==> config.mk <==
export PLATFORM = sky130hd
export DESIGN_NAME = quantum_scheduler_flat
export DESIGN_NICKNAME = d
export VERILOG_FILES = /design/src/rtl/quantum_scheduler_if.sv /design/src/rtl/quantum_scheduler.sv /design/src/flat_wrapper.sv
export SDC_FILE = /design/constraint.sdc
export NUM_CORES = 1
export LEC_CHECK = 0
export CORE_UTILIZATION = 30
export DETAILED_ROUTE_END_ITERATION = 8
export PLACE_DENSITY_LB_ADDON = 0.25
export SETUP_SLACK_MARGIN = 0.4
export SYNTH_ARGS = -nofsm -noshare
export SYNTH_HDL_FRONTEND = slang
export SYNTH_SLANG_ARGS = --single-unit
==> constraint.sdc <==
create_clock -name clock -period 4.9 [get_ports clock]
set_input_delay 1.225 -clock clock [delete_from_list [all_inputs] [get_ports clock]]
set_output_delay 1.225 -clock clock [all_outputs]
set_load 0.01 [all_outputs]
==> src/rtl/quantum_scheduler_if.sv <==
// Bus between the control unit / PC logic and the quantum scheduler.
//
// Handshake: the scheduler raises switch_req and holds cur_pid, resume_pc
// and switch_reason stable until the control unit asserts switch_ack. The
// transfer completes on the rising clock edge where switch_req and
// switch_ack are both high. switch_ack outside a pending request is ignored.
//
// master : control-unit side (drives commands, retire info and switch_ack)
// slave  : scheduler side (drives switch request, pid/pc, status, debug state)
interface quantum_scheduler_if #(
  parameter int PC_W      = 32,
  parameter int PID_W     = 2,
  parameter int QUANTUM_W = 16
);
  logic                 start;
  logic                 proc_create;
  logic [PID_W-1:0]     create_pid;
  logic [PC_W-1:0]      create_pc;
  logic                 instr_retire;
  logic [PC_W-1:0]      pc_next;
  logic                 io_instr;
  logic                 proc_end;
  logic                 quantum_wr;
  logic [QUANTUM_W-1:0] quantum_val;
  logic                 switch_ack;

  logic                 switch_req;
  logic [1:0]           switch_reason;
  logic [PID_W-1:0]     cur_pid;
  logic [PC_W-1:0]      resume_pc;
  logic                 sched_active;
  logic                 all_done;
  logic [QUANTUM_W-1:0] slice_count;
  logic [1:0]           dbg_state;

  modport master (
    output start, proc_create, create_pid, create_pc, instr_retire, pc_next,
           io_instr, proc_end, quantum_wr, quantum_val, switch_ack,
    input  switch_req, switch_reason, cur_pid, resume_pc, sched_active,
           all_done, slice_count, dbg_state
  );

  modport slave (
    input  start, proc_create, create_pid, create_pc, instr_retire, pc_next,
           io_instr, proc_end, quantum_wr, quantum_val, switch_ack,
    output switch_req, switch_reason, cur_pid, resume_pc, sched_active,
           all_done, slice_count, dbg_state
  );
endinterface

==> src/rtl/quantum_scheduler.sv <==
// Round-robin preemption controller. Keeps a ready bit and saved PC per
// process slot, counts retired instructions against a programmable quantum
// and yields on I/O, process end or quantum expiry, then hands the next
// ready process to the control unit through the switch_req/switch_ack bus.
//
// Ports:
//   clock - rising-edge clock
//   reset - asynchronous active-low reset
//   bus   - quantum_scheduler_if.slave (commands in, switch request out,
//           status outputs, dbg_state = current FSM state)
module quantum_scheduler #(
  parameter int PC_W            = 32,
  parameter int NPROC           = 4,
  parameter int PID_W           = 2,
  parameter int QUANTUM_W       = 16,
  parameter int DEFAULT_QUANTUM = 10
) (
  input logic                 clock,
  input logic                 reset,
  quantum_scheduler_if.slave  bus
);
  typedef enum logic [1:0] {S_IDLE, S_RUN, S_SELECT, S_REQ} state_e;

  localparam logic [1:0] R_START   = 2'd0;
  localparam logic [1:0] R_QUANTUM = 2'd1;
  localparam logic [1:0] R_IO      = 2'd2;
  localparam logic [1:0] R_END     = 2'd3;

  state_e               state_q, state_d;
  logic [NPROC-1:0]     ready_q, ready_d;
  logic [PC_W-1:0]      saved_pc_q [NPROC];
  logic [PC_W-1:0]      saved_pc_d [NPROC];
  logic [PID_W-1:0]     cur_pid_q, cur_pid_d;
  logic [PC_W-1:0]      resume_pc_q, resume_pc_d;
  logic [1:0]           reason_q, reason_d;
  logic [QUANTUM_W-1:0] slice_q, slice_d;
  logic [QUANTUM_W-1:0] active_q, active_d;
  logic [QUANTUM_W-1:0] quantum_q, quantum_d;
  logic                 all_done_q, all_done_d;

  logic [PID_W-1:0]     low_pid;
  logic [PID_W-1:0]     rr_pid;
  logic                 rr_found;
  logic [PID_W-1:0]     cand;
  logic [QUANTUM_W-1:0] latch_val;

  always_comb begin
    state_d     = state_q;
    ready_d     = ready_q;
    saved_pc_d  = saved_pc_q;
    cur_pid_d   = cur_pid_q;
    resume_pc_d = resume_pc_q;
    reason_d    = reason_q;
    slice_d     = slice_q;
    active_d    = active_q;
    quantum_d   = quantum_q;
    all_done_d  = 1'b0;
    low_pid     = '0;
    rr_pid      = cur_pid_q;
    rr_found    = 1'b0;
    cand        = '0;

    // A programmed quantum of zero behaves as a quantum of one.
    latch_val = (quantum_q == '0) ? QUANTUM_W'(1) : quantum_q;

    // Lowest ready slot: scan downwards so the smallest index wins.
    for (int i = NPROC - 1; i >= 0; i--) begin
      if (ready_q[i]) low_pid = PID_W'(i);
    end

    // Round-robin search from cur_pid+1; k = NPROC wraps to cur_pid itself,
    // which is therefore the last candidate. Scanning k downwards lets the
    // nearest successor win.
    for (int k = NPROC; k >= 1; k--) begin
      cand = cur_pid_q + PID_W'(k);
      if (ready_q[cand]) begin
        rr_found = 1'b1;
        rr_pid   = cand;
      end
    end

    case (state_q)
      S_IDLE: begin
        if (bus.start && (ready_q != '0)) begin
          cur_pid_d   = low_pid;
          resume_pc_d = saved_pc_q[low_pid];
          reason_d    = R_START;
          state_d     = S_REQ;
        end
      end
      S_REQ: begin
        if (bus.switch_ack) begin
          slice_d  = '0;
          active_d = latch_val;
          state_d  = S_RUN;
        end
      end
      S_RUN: begin
        if (bus.instr_retire) begin
          if (bus.proc_end) begin
            ready_d[cur_pid_q] = 1'b0;
            reason_d           = R_END;
            state_d            = S_SELECT;
          end else if (bus.io_instr) begin
            saved_pc_d[cur_pid_q] = bus.pc_next;
            reason_d              = R_IO;
            state_d               = S_SELECT;
          end else if (slice_q + QUANTUM_W'(1) == active_q) begin
            saved_pc_d[cur_pid_q] = bus.pc_next;
            reason_d              = R_QUANTUM;
            state_d               = S_SELECT;
          end else begin
            slice_d = slice_q + QUANTUM_W'(1);
          end
        end
      end
      S_SELECT: begin
        if (!rr_found) begin
          all_done_d = 1'b1;
          state_d    = S_IDLE;
        end else if (rr_pid == cur_pid_q) begin
          // Sole survivor keeps running without a context switch.
          slice_d  = '0;
          active_d = latch_val;
          state_d  = S_RUN;
        end else begin
          cur_pid_d   = rr_pid;
          resume_pc_d = saved_pc_q[rr_pid];
          state_d     = S_REQ;
        end
      end
      default: state_d = S_IDLE;
    endcase

    // The running/incoming slot cannot be overwritten while scheduling.
    if (bus.proc_create && !((state_q != S_IDLE) && (bus.create_pid == cur_pid_q))) begin
      saved_pc_d[bus.create_pid] = bus.create_pc;
      ready_d[bus.create_pid]    = 1'b1;
    end

    if (bus.quantum_wr) quantum_d = bus.quantum_val;
  end

  always_ff @(posedge clock or negedge reset) begin
    if (!reset) begin
      state_q     <= S_IDLE;
      ready_q     <= '0;
      for (int i = 0; i < NPROC; i++) saved_pc_q[i] <= '0;
      cur_pid_q   <= '0;
      resume_pc_q <= '0;
      reason_q    <= '0;
      slice_q     <= '0;
      active_q    <= '0;
      quantum_q   <= QUANTUM_W'(DEFAULT_QUANTUM);
      all_done_q  <= 1'b0;
    end else begin
      state_q     <= state_d;
      ready_q     <= ready_d;
      saved_pc_q  <= saved_pc_d;
      cur_pid_q   <= cur_pid_d;
      resume_pc_q <= resume_pc_d;
      reason_q    <= reason_d;
      slice_q     <= slice_d;
      active_q    <= active_d;
      quantum_q   <= quantum_d;
      all_done_q  <= all_done_d;
    end
  end

  assign bus.switch_req    = (state_q == S_REQ);
  assign bus.switch_reason = reason_q;
  assign bus.cur_pid       = cur_pid_q;
  assign bus.resume_pc     = resume_pc_q;
  assign bus.sched_active  = (state_q != S_IDLE);
  assign bus.all_done      = all_done_q;
  assign bus.slice_count   = slice_q;
  assign bus.dbg_state     = state_q;
endmodule

==> src/flat_wrapper.sv <==
// flat-port wrapper written by rule: the top's interface ports become plain ports
module quantum_scheduler_flat 
#(
  parameter int PC_W            = 32,
  parameter int NPROC           = 4,
  parameter int PID_W           = 2,
  parameter int QUANTUM_W       = 16,
  parameter int DEFAULT_QUANTUM = 10
)
  (clock, reset, bus_start, bus_proc_create, bus_create_pid, bus_create_pc, bus_instr_retire, bus_pc_next, bus_io_instr, bus_proc_end, bus_quantum_wr, bus_quantum_val, bus_switch_ack, bus_switch_req, bus_switch_reason, bus_cur_pid, bus_resume_pc, bus_sched_active, bus_all_done, bus_slice_count, bus_dbg_state);
  quantum_scheduler_if #(.PC_W(PC_W), .PID_W(PID_W), .QUANTUM_W(QUANTUM_W)) bus_i ();
  input logic clock;
  input logic reset;
  input wire logic [$bits(bus_i.start)-1:0] bus_start;
  input wire logic [$bits(bus_i.proc_create)-1:0] bus_proc_create;
  input wire logic [$bits(bus_i.create_pid)-1:0] bus_create_pid;
  input wire logic [$bits(bus_i.create_pc)-1:0] bus_create_pc;
  input wire logic [$bits(bus_i.instr_retire)-1:0] bus_instr_retire;
  input wire logic [$bits(bus_i.pc_next)-1:0] bus_pc_next;
  input wire logic [$bits(bus_i.io_instr)-1:0] bus_io_instr;
  input wire logic [$bits(bus_i.proc_end)-1:0] bus_proc_end;
  input wire logic [$bits(bus_i.quantum_wr)-1:0] bus_quantum_wr;
  input wire logic [$bits(bus_i.quantum_val)-1:0] bus_quantum_val;
  input wire logic [$bits(bus_i.switch_ack)-1:0] bus_switch_ack;
  output wire logic [$bits(bus_i.switch_req)-1:0] bus_switch_req;
  output wire logic [$bits(bus_i.switch_reason)-1:0] bus_switch_reason;
  output wire logic [$bits(bus_i.cur_pid)-1:0] bus_cur_pid;
  output wire logic [$bits(bus_i.resume_pc)-1:0] bus_resume_pc;
  output wire logic [$bits(bus_i.sched_active)-1:0] bus_sched_active;
  output wire logic [$bits(bus_i.all_done)-1:0] bus_all_done;
  output wire logic [$bits(bus_i.slice_count)-1:0] bus_slice_count;
  output wire logic [$bits(bus_i.dbg_state)-1:0] bus_dbg_state;
  assign bus_i.start = bus_start;
  assign bus_i.proc_create = bus_proc_create;
  assign bus_i.create_pid = bus_create_pid;
  assign bus_i.create_pc = bus_create_pc;
  assign bus_i.instr_retire = bus_instr_retire;
  assign bus_i.pc_next = bus_pc_next;
  assign bus_i.io_instr = bus_io_instr;
  assign bus_i.proc_end = bus_proc_end;
  assign bus_i.quantum_wr = bus_quantum_wr;
  assign bus_i.quantum_val = bus_quantum_val;
  assign bus_i.switch_ack = bus_switch_ack;
  assign bus_switch_req = bus_i.switch_req;
  assign bus_switch_reason = bus_i.switch_reason;
  assign bus_cur_pid = bus_i.cur_pid;
  assign bus_resume_pc = bus_i.resume_pc;
  assign bus_sched_active = bus_i.sched_active;
  assign bus_all_done = bus_i.all_done;
  assign bus_slice_count = bus_i.slice_count;
  assign bus_dbg_state = bus_i.dbg_state;
  quantum_scheduler #(.PC_W(PC_W), .NPROC(NPROC), .PID_W(PID_W), .QUANTUM_W(QUANTUM_W), .DEFAULT_QUANTUM(DEFAULT_QUANTUM)) u_core (.clock(clock), .reset(reset), .bus(bus_i));
endmodule
Word level (Yosys, flattened, before mapping):

Index checks and enable logic that the tools add are counted.
Widths: inputs -> output; s select.

* add/sub/neg operators: 4
* $lt $le $gt $ge: 13
* equal/unequal tests: 16
* mux-type cells: 83
* bitwise operators: 7
* reductions and logical operators: 21

Operators with widths (count)
* $mux 128: 6
* $mux 32: 9
* $bwmux 128: 2
* $mux 16: 11
* $bmux 32 s2: 2
* $demux 32 s2: 2
* $pmux 32 s2: 1
* $pmux 16 s3: 1
* $mux 2: 23
* $pmux 16 s2: 1
* $add 16x1->16 const B: 1
* $eq 16x16->1: 1
* $logic_not 16->1: 1
* $mux 4: 4
* $reduce_and 4->1: 4
* $lt 2x3->1 const B: 5
* $ge 3x3->1 const B: 4
* $mux 1: 12
* $ne 2x2->1 const B: 6
* $not 2->3: 4
* $bmux 1 s2: 4
* $pmux 2 s2: 2
* $pmux 2 s4: 1
* $reduce_and 8->1: 1
* other kinds (19): 36

* flip-flop bits (word level): 219
* output and inout port bits: 57

Longest topological paths before layout:

* depth in word-level cells: 13
* mapped depth: 13
* mapped depth without buffers: 10

Worst setup path before layout:

OpenSTA, ideal clock, no wires.

* path kind: flip-flop to flip-flop
* start: reg u_core.slice_q[0], in the netlist u_core.bus.slice_count[0]
* end: reg u_core.saved_pc_q[97] in the netlist's numbering
* arrival: 2792 ps
* slack: 1971 ps
* stages on the path, launching flop included: 11
* path buffers: 1
* period minus slack after synthesis: 2929 ps
* path through: dfrtp_1 ha_1 nand2_1 or3_1 o311a_1 a211oi_2 o2111ai_2 a21oi_4 buf_6 mux2i_1 a21oi_1

RTL lines
* start, declared: line quantum_scheduler.sv:36 `logic [QUANTUM_W-1:0] slice_q, slice_d;`
* start signal, assigned: line quantum_scheduler.sv:163 `slice_q <= slice_d;`
* end signal, assigned: line quantum_scheduler.sv:159 `saved_pc_q <= saved_pc_d;`
* end, declared: line quantum_scheduler.sv:31 `logic [PC_W-1:0] saved_pc_q [NPROC];`

==> impl_metrics.py <==
metrics = {
    "route": {
        "dr.pass1.iters": 7,
        "wirelength_um": 37600,
        "viasPerCell": 5.24,
        "num_vias": 9945,
        "wl_per_cell_um": 19.8,
        "drt_iter0_drc": 555,
        "remaining_drc_errors": 11,
        "detail-route-antenna-nets": 0,
    },
    "timing": {
        "tightest_slew_ns": 1.18,
        "rsz0062_at_grt": "false",
        "fin_ws_ns": 1.13,
        "skew_ns": 0.0153,
        "hold_viol": 0,
        "period_share": 0.769,
        "slew_headroom": 0.215,
        "tns_ns": 0,
        "fmax_mhz": 265,
        "setup-violations-final": 0,
        "drv_slew": 0,
        "fin_crit_ns": 3.77,
    },
    "critical_path": {
        "critPathCaptureType": "flop",
        "worstPathMaxFanout": 12,
        "reg2reg_slack_ns": 1.13,
        "cp.required_ns": 5.29,
        "worst-endpoint-arrival_ns": 4.16,
        "cp-start-kind": "flop",
        "r2r_cells": 10,
        "r2r_end": "u_core.saved_pc_q[32]$_DFF_PN0_",
        "worstSetupPathType": "flop to flop",
        "r2r-start": "u_core.bus.slice_count[0]$_DFFE_PN0P_",
    },
    "power": {
        "seqPwrFrac": 0.341,
        "powerDensity_nw_per_um2": 606,
        "netSwitchingPower_mw": 3.65,
        "vdd_drop_max_v": 0.000320,
        "p_leak_nw": 6.40,
        "internal_power_mw": 5.66,
        "sw_frac_of_total": 0.392,
        "combPwrFrac": 0.460,
        "power_frac_clock": 0.199,
    },
    "synthesis": {
        "ys.flop_type": "dfrtp_1",
        "synth-edff-count": 0,
        "syn_nets": 1338,
        "synth.top_cell.area_share": 0.433,
        "synth-seq-cells": 219,
        "ys_types": 63,
        "synth_top_area_cell": "dfrtp_1",
        "async_flop_share": 1.00,
        "syn_inst": 1242,
        "synthTopCellsByCount": "dfrtp_1, a21oi_1, nor2_1",
        "yosysSeqAreaShare": 0.437,
        "synth.most_common_cell": "dfrtp_1",
        "yosys_warnings": 0,
        "syn_avg_cell_area_um2": 10.1,
        "synthTopCellsByArea": "dfrtp_1, mux2i_1, a21oi_1",
        "synthesis.area_um2": 12600,
    },
    "place": {
        "placed_cell_area_um2": 14500,
        "pre_cts_slack_ns": 1.13,
        "place_congestion": 0.876,
        "placed_cells": 1851,
        "port_buffers": 147,
        "dp_hpwl_um": 24300,
    },
    "clock_network": {
        "clock_sinks": 219,
        "h-tree-depth": 1,
        "ctsResizeCount": 0,
        "hold_buffers": 0,
        "cts_tree": "done",
        "cts_setup_buffers": 0,
        "cts-root-buf": "clkbuf_16",
        "numCtsBuffers": 26,
        "cts.reportedPaths.clkPinSlew_ns": 0.06,
        "clk_latency_ns": 0.56,
        "clockBufferDepth": 3,
    },
    "finish": {
        "utilization": 0.374,
        "seq_area_um2": 5480,
        "multiInputGateArea_um2": 6660,
        "area_growth_pct": 22.2,
        "fill_cells": 4037,
        "finalInstanceArea_um2": 15300,
        "drive_above_1_share": 0.119,
        "layoutNonFillerInstCount": 1898,
        "finalNetCount": 1443,
        "diodes": 0,
    },
    "run": {
        "max_cap_violations": 0,
    },
    "floorplanning": {
        "io_pins": 148,
        "die_area_um2": 42700,
        "die_y_um": 207,
        "core_region_area_um2": 41000,
        "die_w_um": 207,
        "start_util": 0.306,
        "rows": 74,
    },
    "worst_hold_path": {
        "hold_end": "u_core.bus.resume_pc[25]$_DFFE_PN0P_",
        "hp-class": "flop to flop",
        "hold_depth": 1,
        "hp-start": "u_core.bus.resume_pc[25]$_DFFE_PN0P_",
    },
    "global_routing": {
        "antenna_found_initial": 2,
        "grt_util_all_layers": 0.178,
        "grt_pass1_wl_um": 58600,
        "grt_max_degree": 112,
        "grt_pass1_vias": 9931,
        "grt.overflow.total": 0,
    },
    "outcome": {
        "outcome": "finished, violations left",
        "violations": "DRC",
    },
}
## worst max-delay path, cell delays in order (launching register included)
cell	delay (ns)
dfrtp_1	0.47
ha_1	0.38
nand4_1	0.26
or3_1	0.40
a2111oi_0	0.46
nor4_2	0.14
o2111a_2	0.24
o211ai_4	0.56
buf_4	0.38
mux2i_1	0.23
a21oi_1	0.08
## worst max path at each step
stage | slack, ns | start | end | cells after the start
2_1_floorplan | 1.97 | u_core.bus.slice_count[0]$_DFFE_PN0P_ | u_core.saved_pc_q[97]$_DFF_PN0_ | 10
3_3_place_gp | 1.20 | u_core.bus.slice_count[3]$_DFFE_PN0P_ | u_core.saved_pc_q[36]$_DFF_PN0_ | 9
3_5_place_dp | 1.13 | u_core.bus.slice_count[3]$_DFFE_PN0P_ | u_core.saved_pc_q[32]$_DFF_PN0_ | 9
4_1_cts | 1.13 | u_core.bus.slice_count[0]$_DFFE_PN0P_ | u_core.saved_pc_q[32]$_DFF_PN0_ | 10
5_1_grt | 0.85 | u_core.bus.slice_count[0]$_DFFE_PN0P_ | u_core.saved_pc_q[34]$_DFF_PN0_ | 10
6_report | 1.13 | u_core.bus.slice_count[0]$_DFFE_PN0P_ | u_core.saved_pc_q[32]$_DFF_PN0_ | 10
## cell families (layout without fill, tap and decap cells)
kind of cell,after synthesis,in the layout,synth area share
xor gates and xnor gates,17,17,0.0119
adders and majority gates,5,5,0.00498
AOI/OAI and AO/OA,344,344,0.167
and+or+nand+nor,315,315,0.116
DFF,219,219,0.437
muxes,234,234,0.223
buffers and inverters,108,232,0.0409
## state kept, by name, summed over array words and instances (netlist names)
| register | cells |
|---|---|
| u_core.ready_q | 4 |
| u_core.bus.resume_pc | 32 |
| u_core.active_q | 16 |
| u_core.bus.all_done | 1 |
| u_core.bus.dbg_state | 2 |
| u_core.bus.cur_pid | 2 |
| u_core.saved_pc_q | 128 |
| u_core.bus.switch_reason | 2 |
| u_core.quantum_q | 16 |
| u_core.bus.slice_count | 16 |
## layout make-up
type / instances / area share
multi-input combinational: 915 / 0.434
sequential: 219 / 0.357
timing repair buffer: 173 / 0.110
clock buffer: 38 / 0.0486
tap: 532 / 0.0434
clock inverter: 9 / 0.00391
inverter: 12 / 0.00294
## routing by layer
| metal | routed length, µm | up-vias | GRT usage |
|---|---|---|---|
| li1 | - | 4766 | - |
| met1 | 17200 | 4895 | 0.239 |
| met2 | 17500 | 226 | 0.288 |
| met3 | 1830 | 54 | 0.0295 |
| met4 | 1050 | 4 | 0.0609 |
| met5 | 23 | - | 0 |
## metrics by stage
stage                     hold WS (ns)  power, mW
after floorplan                  0.469       6.07
after global placement           0.501       7.37
after detailed placement         0.498       7.49
after CTS                        0.510       9.39
after global routing             0.529       9.98
final                            0.506       9.30
## cell usage in the layout (no fill, tap or decap), types with 5 or more instances in the layout
| master | Yosys | layout |
|---|---|---|
| dfrtp_1 | 217 | 217 |
| a21oi_1 | 194 | 193 |
| nor2_1 | 177 | 176 |
| mux2i_1 | 168 | 168 |
| clkdlybuf4s50_1 | 0 | 146 |
| a211oi_1 | 55 | 55 |
| nand2_1 | 40 | 40 |
| nor2b_1 | 33 | 33 |
| mux2_2 | 33 | 33 |
| mux4_2 | 33 | 33 |
| clkbuf_16 | 0 | 26 |
| buf_4 | 0 | 25 |
| o21ai_0 | 23 | 22 |
| nand3_1 | 15 | 15 |
| o21ai_1 | 14 | 14 |
| xnor2_1 | 13 | 13 |
| inv_1 | 12 | 12 |
| nor3_1 | 10 | 9 |
| o31ai_1 | 9 | 9 |
| clkbuf_1 | 65 | 7 |
| clkinv_2 | 0 | 7 |
| or3_1 | 6 | 6 |
| o22a_1 | 6 | 6 |
| a31oi_1 | 6 | 5 |
| o211ai_1 | 5 | 5 |
| nand4_1 | 5 | 5 |
| ha_1 | 5 | 5 |
| clkbuf_8 | 0 | 5 |
## power groups by stage
stage                     Clock, mW  Combinational (mW)  Sequential (mW)
after detailed placement          0                4.30             3.19
after CTS                      1.91                4.32             3.16
after global routing           1.98                4.72             3.27
after floorplan                   0                3.07             3.01
final                          1.85                4.28             3.17
after global placement            0                4.21             3.16
Power figures use the tool's default switching activity.
==> RTL edit 1: new RTL, config.mk and constraints unchanged <==
Reset style: synchronous (`reset`), changed in one clocked block. Comments in the files are not updated.
--- a/src/rtl/quantum_scheduler.sv
+++ b/src/rtl/quantum_scheduler.sv
@@ -141,7 +141,7 @@
     if (bus.quantum_wr) quantum_d = bus.quantum_val;
   end
 
-  always_ff @(posedge clock or negedge reset) begin
+  always_ff @(posedge clock) begin
     if (!reset) begin
       state_q     <= S_IDLE;
       ready_q     <= '0;
Formal check against the unedited RTL: differs if reset is asserted again (counterexample within 4 cycles, from zero or initial values and one cycle with reset low); with reset held inactive, the same outputs for 4 cycles.
==> RTL edit 1 against the original RTL <==
Design area up 1.6%. Synthesized area up 2.7%. Sequential share of layout area down 7.6 points. Worst setup slack worse by 15 ps. Sequential cell count unchanged. Count of clock-buffer cells in the layout down 1. Clock skew up 6.9 ps. Wire length up 30%. Via count up 31%. Critical path type unchanged. Hold slack worse by 37 ps.
Power is not compared: it rests on default switching activity, and its combinational part moved more than twofold at a synthesized area within 25%.
==> RTL edit 1: results (changes against the original RTL) <==
[status]
status = complete, no violations

[layout]
inverters = 14  ; +2
clock_buffers = 37  ; -2.6%
num-multi-input-gates = 1067  ; +17%
layout.nonclk_buf_frac = 0.115  ; +0.00522
design.seq.count = 219  ; unchanged
clkCellAreaFrac = 0.0623  ; +0.00979
final.fill_count = 4182  ; +3.6%
register_area_um2 = 4380  ; -20%
multiInputGateArea_um2 = 7710  ; +16%
largest_reg_flops = 128  ; unchanged

[place]
dpl.hpwl_um = 27400  ; +13%
dpl-instance-area_um2 = 14600  ; +0.51%
port_buffers = 147  ; unchanged
gp_congestion = 0.885  ; +1.0%
dp_cells = 2019  ; +9.1%
dpl_worst_slack_ps = 1160  ; +24.7 ps

[clocking]
cts_setup_buffers = 0  ; unchanged
cts_buffers = 27  ; +3.8%
clk-insertion-delay-late_ps = 570

[setup_path]
critPathMaxFanout = 68  ; +56
cp_slowest_cell = o41a_2
crit_start = u_core.bus.slice_count[0]
r2r_cells = 9  ; -1
cp.arrival_ps = 4190  ; +30 ps
cpPeakStageDelay_ps = 830  ; +270 ps
endpoint = u_core.saved_pc_q[123]

[global_routing]
grt_max_degree = 189  ; +69%
grtUsageMet1 = 0.286  ; +0.0468
first_global_vias = 12200  ; +23%
grt_first_pass_wirelength_um = 74200  ; +27%
grt_usage = 0.216  ; +0.0381
antenna_found_initial = 0  ; -2
grtUsageMet3 = 0.0323  ; +0.00281

[route]
drt_wl_total_um = 48700  ; +30%
first_pass_iters = 6  ; -1
wl_met2_um = 22700  ; +30%
met1Wirelength_um = 20600  ; +20%
viasPerCell = 6.31  ; +20%
highest-signal-layer = met4
wl_per_cell_um = 23.6  ; +19%
initialDrtViolationCount = 1292  ; +130%

[timing]
max_freq_ghz = 0.264  ; -0.38%
relSlewSlack = 0.367  ; +0.152
finClkSkew_ps = 22.2  ; +6.89 ps

[synth]
yosys.area_share.xor_xnor = 0.0129  ; +0.00105
synth.area.mux_share = 0.155  ; -0.0674
synth.distinct_cells = 72  ; +14%
synthCells = 1497  ; +21%
synth_area_leaders = dfxtp_1, mux2i_1, o31ai_1, a31oi_1, nand4_1
synth_compound_area_frac = 0.275  ; +0.108
synth_nets = 1593  ; +19%

RTL edit 1: critical path: cells and delay by family, from the launching register on:
family | cells | cell delay (ps)
AO/OA/AOI/OAI | 3 | 1210
XOR/XNOR | 1 | 120
adder cells (fa/ha/maj) | 1 | 340
buffers and inverters | 1 | 350
flip-flops | 1 | 470
AND/OR/NAND/NOR | 3 | 1090
RTL edit 1: worst min-delay path by stage:
| stage | endpoint | slack, ps | startpoint | cells past startpoint |
|---|---|---|---|---|
| after CTS | u_core.bus.resume_pc[31] | 470 | u_core.bus.resume_pc[31] | 2 |
| final | u_core.bus.resume_pc[0] | 470 | u_core.bus.resume_pc[0] | 2 |
| after detailed placement | u_core.bus.resume_pc[31] | 460 | u_core.bus.resume_pc[31] | 2 |
| after floorplan | u_core.saved_pc_q[94] | 460 | u_core.saved_pc_q[94] | 2 |
| after global routing | u_core.bus.resume_pc[31] | 490 | u_core.bus.resume_pc[31] | 2 |
| after global placement | u_core.bus.resume_pc[31] | 460 | u_core.bus.resume_pc[31] | 2 |
==> RTL edit 2: new RTL, config.mk and constraints unchanged <==
Without the edit above. `PC_W` is set to 32 in 3 places; all go to 24.
--- a/src/rtl/quantum_scheduler_if.sv
+++ b/src/rtl/quantum_scheduler_if.sv
@@ -8,7 +8,7 @@
 // master : control-unit side (drives commands, retire info and switch_ack)
 // slave  : scheduler side (drives switch request, pid/pc, status, debug state)
 interface quantum_scheduler_if #(
-  parameter int PC_W      = 32,
+  parameter int PC_W      = 24,
   parameter int PID_W     = 2,
   parameter int QUANTUM_W = 16
 );
--- a/src/rtl/quantum_scheduler.sv
+++ b/src/rtl/quantum_scheduler.sv
@@ -9,7 +9,7 @@
 //   bus   - quantum_scheduler_if.slave (commands in, switch request out,
 //           status outputs, dbg_state = current FSM state)
 module quantum_scheduler #(
-  parameter int PC_W            = 32,
+  parameter int PC_W            = 24,
   parameter int NPROC           = 4,
   parameter int PID_W           = 2,
   parameter int QUANTUM_W       = 16,
--- a/src/flat_wrapper.sv
+++ b/src/flat_wrapper.sv
@@ -1,7 +1,7 @@
 // flat-port wrapper written by rule: the top's interface ports become plain ports
 module quantum_scheduler_flat 
 #(
-  parameter int PC_W            = 32,
+  parameter int PC_W            = 24,
   parameter int NPROC           = 4,
   parameter int PID_W           = 2,
   parameter int QUANTUM_W       = 16,
Ports: changed (resized bus_create_pc, bus_pc_next and bus_resume_pc); port bits go from 148 to 124. The function was not compared with the original's and may differ.
==> RTL edit 2 against the original RTL <==
Global-route usage shrank 0.18 points. Critical endpoint is now u_core.saved_pc_q[80]. Sequential cell count decreased by 40. Critical path depth down 1. Synthesized area is 20% lower. Worst setup slack got worse by 120 ps. Total power is 17% lower. Largest cell class unchanged. Sequential share of layout area is 0.057 points higher. Wire length is 22% lower. Design area fell by 18%.
==> RTL edit 2: results (changes against the original RTL) <==
[power_and_ir_drop]
switching_share = 0.366  ; -0.0257
vdd_drop_max_mv = 0.283  ; -12%
p_leak_uw = 0.00536  ; -16%

[route]
vias = 7844  ; -21%
first_pass_iters = 5  ; -2
initialDrtViolationCount = 675  ; +22%
drt_wl_total_um = 29200  ; -22%

[place]
dpl.hpwl_um = 19500  ; -20%
dpl-instance-area_um2 = 11900  ; -18%
gp_congestion = 0.844  ; -3.7%

[clocking]
clockBufferDepth = 2  ; -1
clk-insertion-delay-late_ps = 440  ; -120 ps

[layout]
drive_above_1_share = 0.148  ; +0.0298
final_nets = 1125  ; -22%

[setup_path]
path_delay_family = simple AND/OR/NAND/NOR gates
cpPeakStageDelay_ps = 760  ; +200 ps

[global_routing]
use_met2 = 0.276  ; -0.0120
grtUsageMet1 = 0.251  ; +0.0120
grt_usage = 0.176  ; -0.00185
grt_first_pass_wirelength_um = 45600  ; -22%
first_global_vias = 7536  ; -24%

[synth]
synth.distinct_cells = 58  ; -7.9%
yosys-top-cells-count = dfrtp_1, nor2_1, mux2i_1, a21oi_1, nand2_1
ys_seq_area_frac = 0.444  ; +0.00693

[status]
status = complete, no violations

[timing]
finClkSkew_ps = 11.9  ; -3.43 ps

[hold_path]
holdPathStages = 2  ; +1

RTL edit 2: path summary, 6_finish.rpt:
kind / start / to / slack, ps
max: u_core.bus.slice_count[2] / u_core.saved_pc_q[80] / 1010
min: u_core.bus.resume_pc[22] / u_core.bus.resume_pc[22] / 480
max reg2reg: u_core.bus.slice_count[2] / u_core.saved_pc_q[80] / 1010
min reg2reg: u_core.bus.resume_pc[22] / u_core.bus.resume_pc[22] / 480
max in group asynchronous: reset / u_core.saved_pc_q[71] / 3050
min in group asynchronous: reset / u_core.active_q[9] / 810
RTL edit 2: routing by layer:
metal | up-vias | part of all wire
met4 | 0 | 0.014
met1 | 3925 | 0.48
met3 | 22 | 0.040
met2 | 195 | 0.46
met5 | - | 0
li1 | 3702 | -
RTL edit 2: per-stage QoR:
stage / hold WS, ps / cells / worst slack (ps)
final: 477 / 1500 / 1010
after global routing: 503 / 1500 / 847
after floorplan: 469 / 947 / 1450
after CTS: 486 / 1500 / 1100
after global placement: 464 / 1468 / 1090
after detailed placement: 469 / 1468 / 1120
RTL edit 2: cell type report:
class	instances	area [um2]
clock buffers	22	474
clock inverters	10	145
fillers	3333	20300
inverters	12	45.0
multi-input cells	689	5390
flip-flops and latches	179	4480
well taps	442	553
repair buffers	146	1430
RTL edit 2: kinds of logic (layout without fill, tap and decap cells):
| kind of cell | after synthesis | in the layout | share of synthesized area |
|---|---|---|---|
| xor+xnor | 18 | 18 | 0.0156 |
| buf+inv | 79 | 190 | 0.0346 |
| fa+ha+maj | 5 | 5 | 0.00619 |
| simple gates | 260 | 260 | 0.116 |
| mux | 200 | 200 | 0.263 |
| compound gates | 206 | 206 | 0.121 |
| flops | 179 | 179 | 0.444 |
RTL edit 2: power groups by stage:
stage / clock, uW / sequential (uW) / combinational, uW
detailed placement: 0 / 2660 / 3640
finish: 1470 / 2640 / 3610
floorplan: 0 / 2490 / 2580
global route: 1550 / 2730 / 3950
global placement: 0 / 2640 / 3600
CTS: 1500 / 2630 / 3650
RTL edit 2: tightest hold or removal path, cell delays in order (launching register included):
cell	delay [ps]
dfrtp_1	340
nand2_1	50
o21ai_0	60
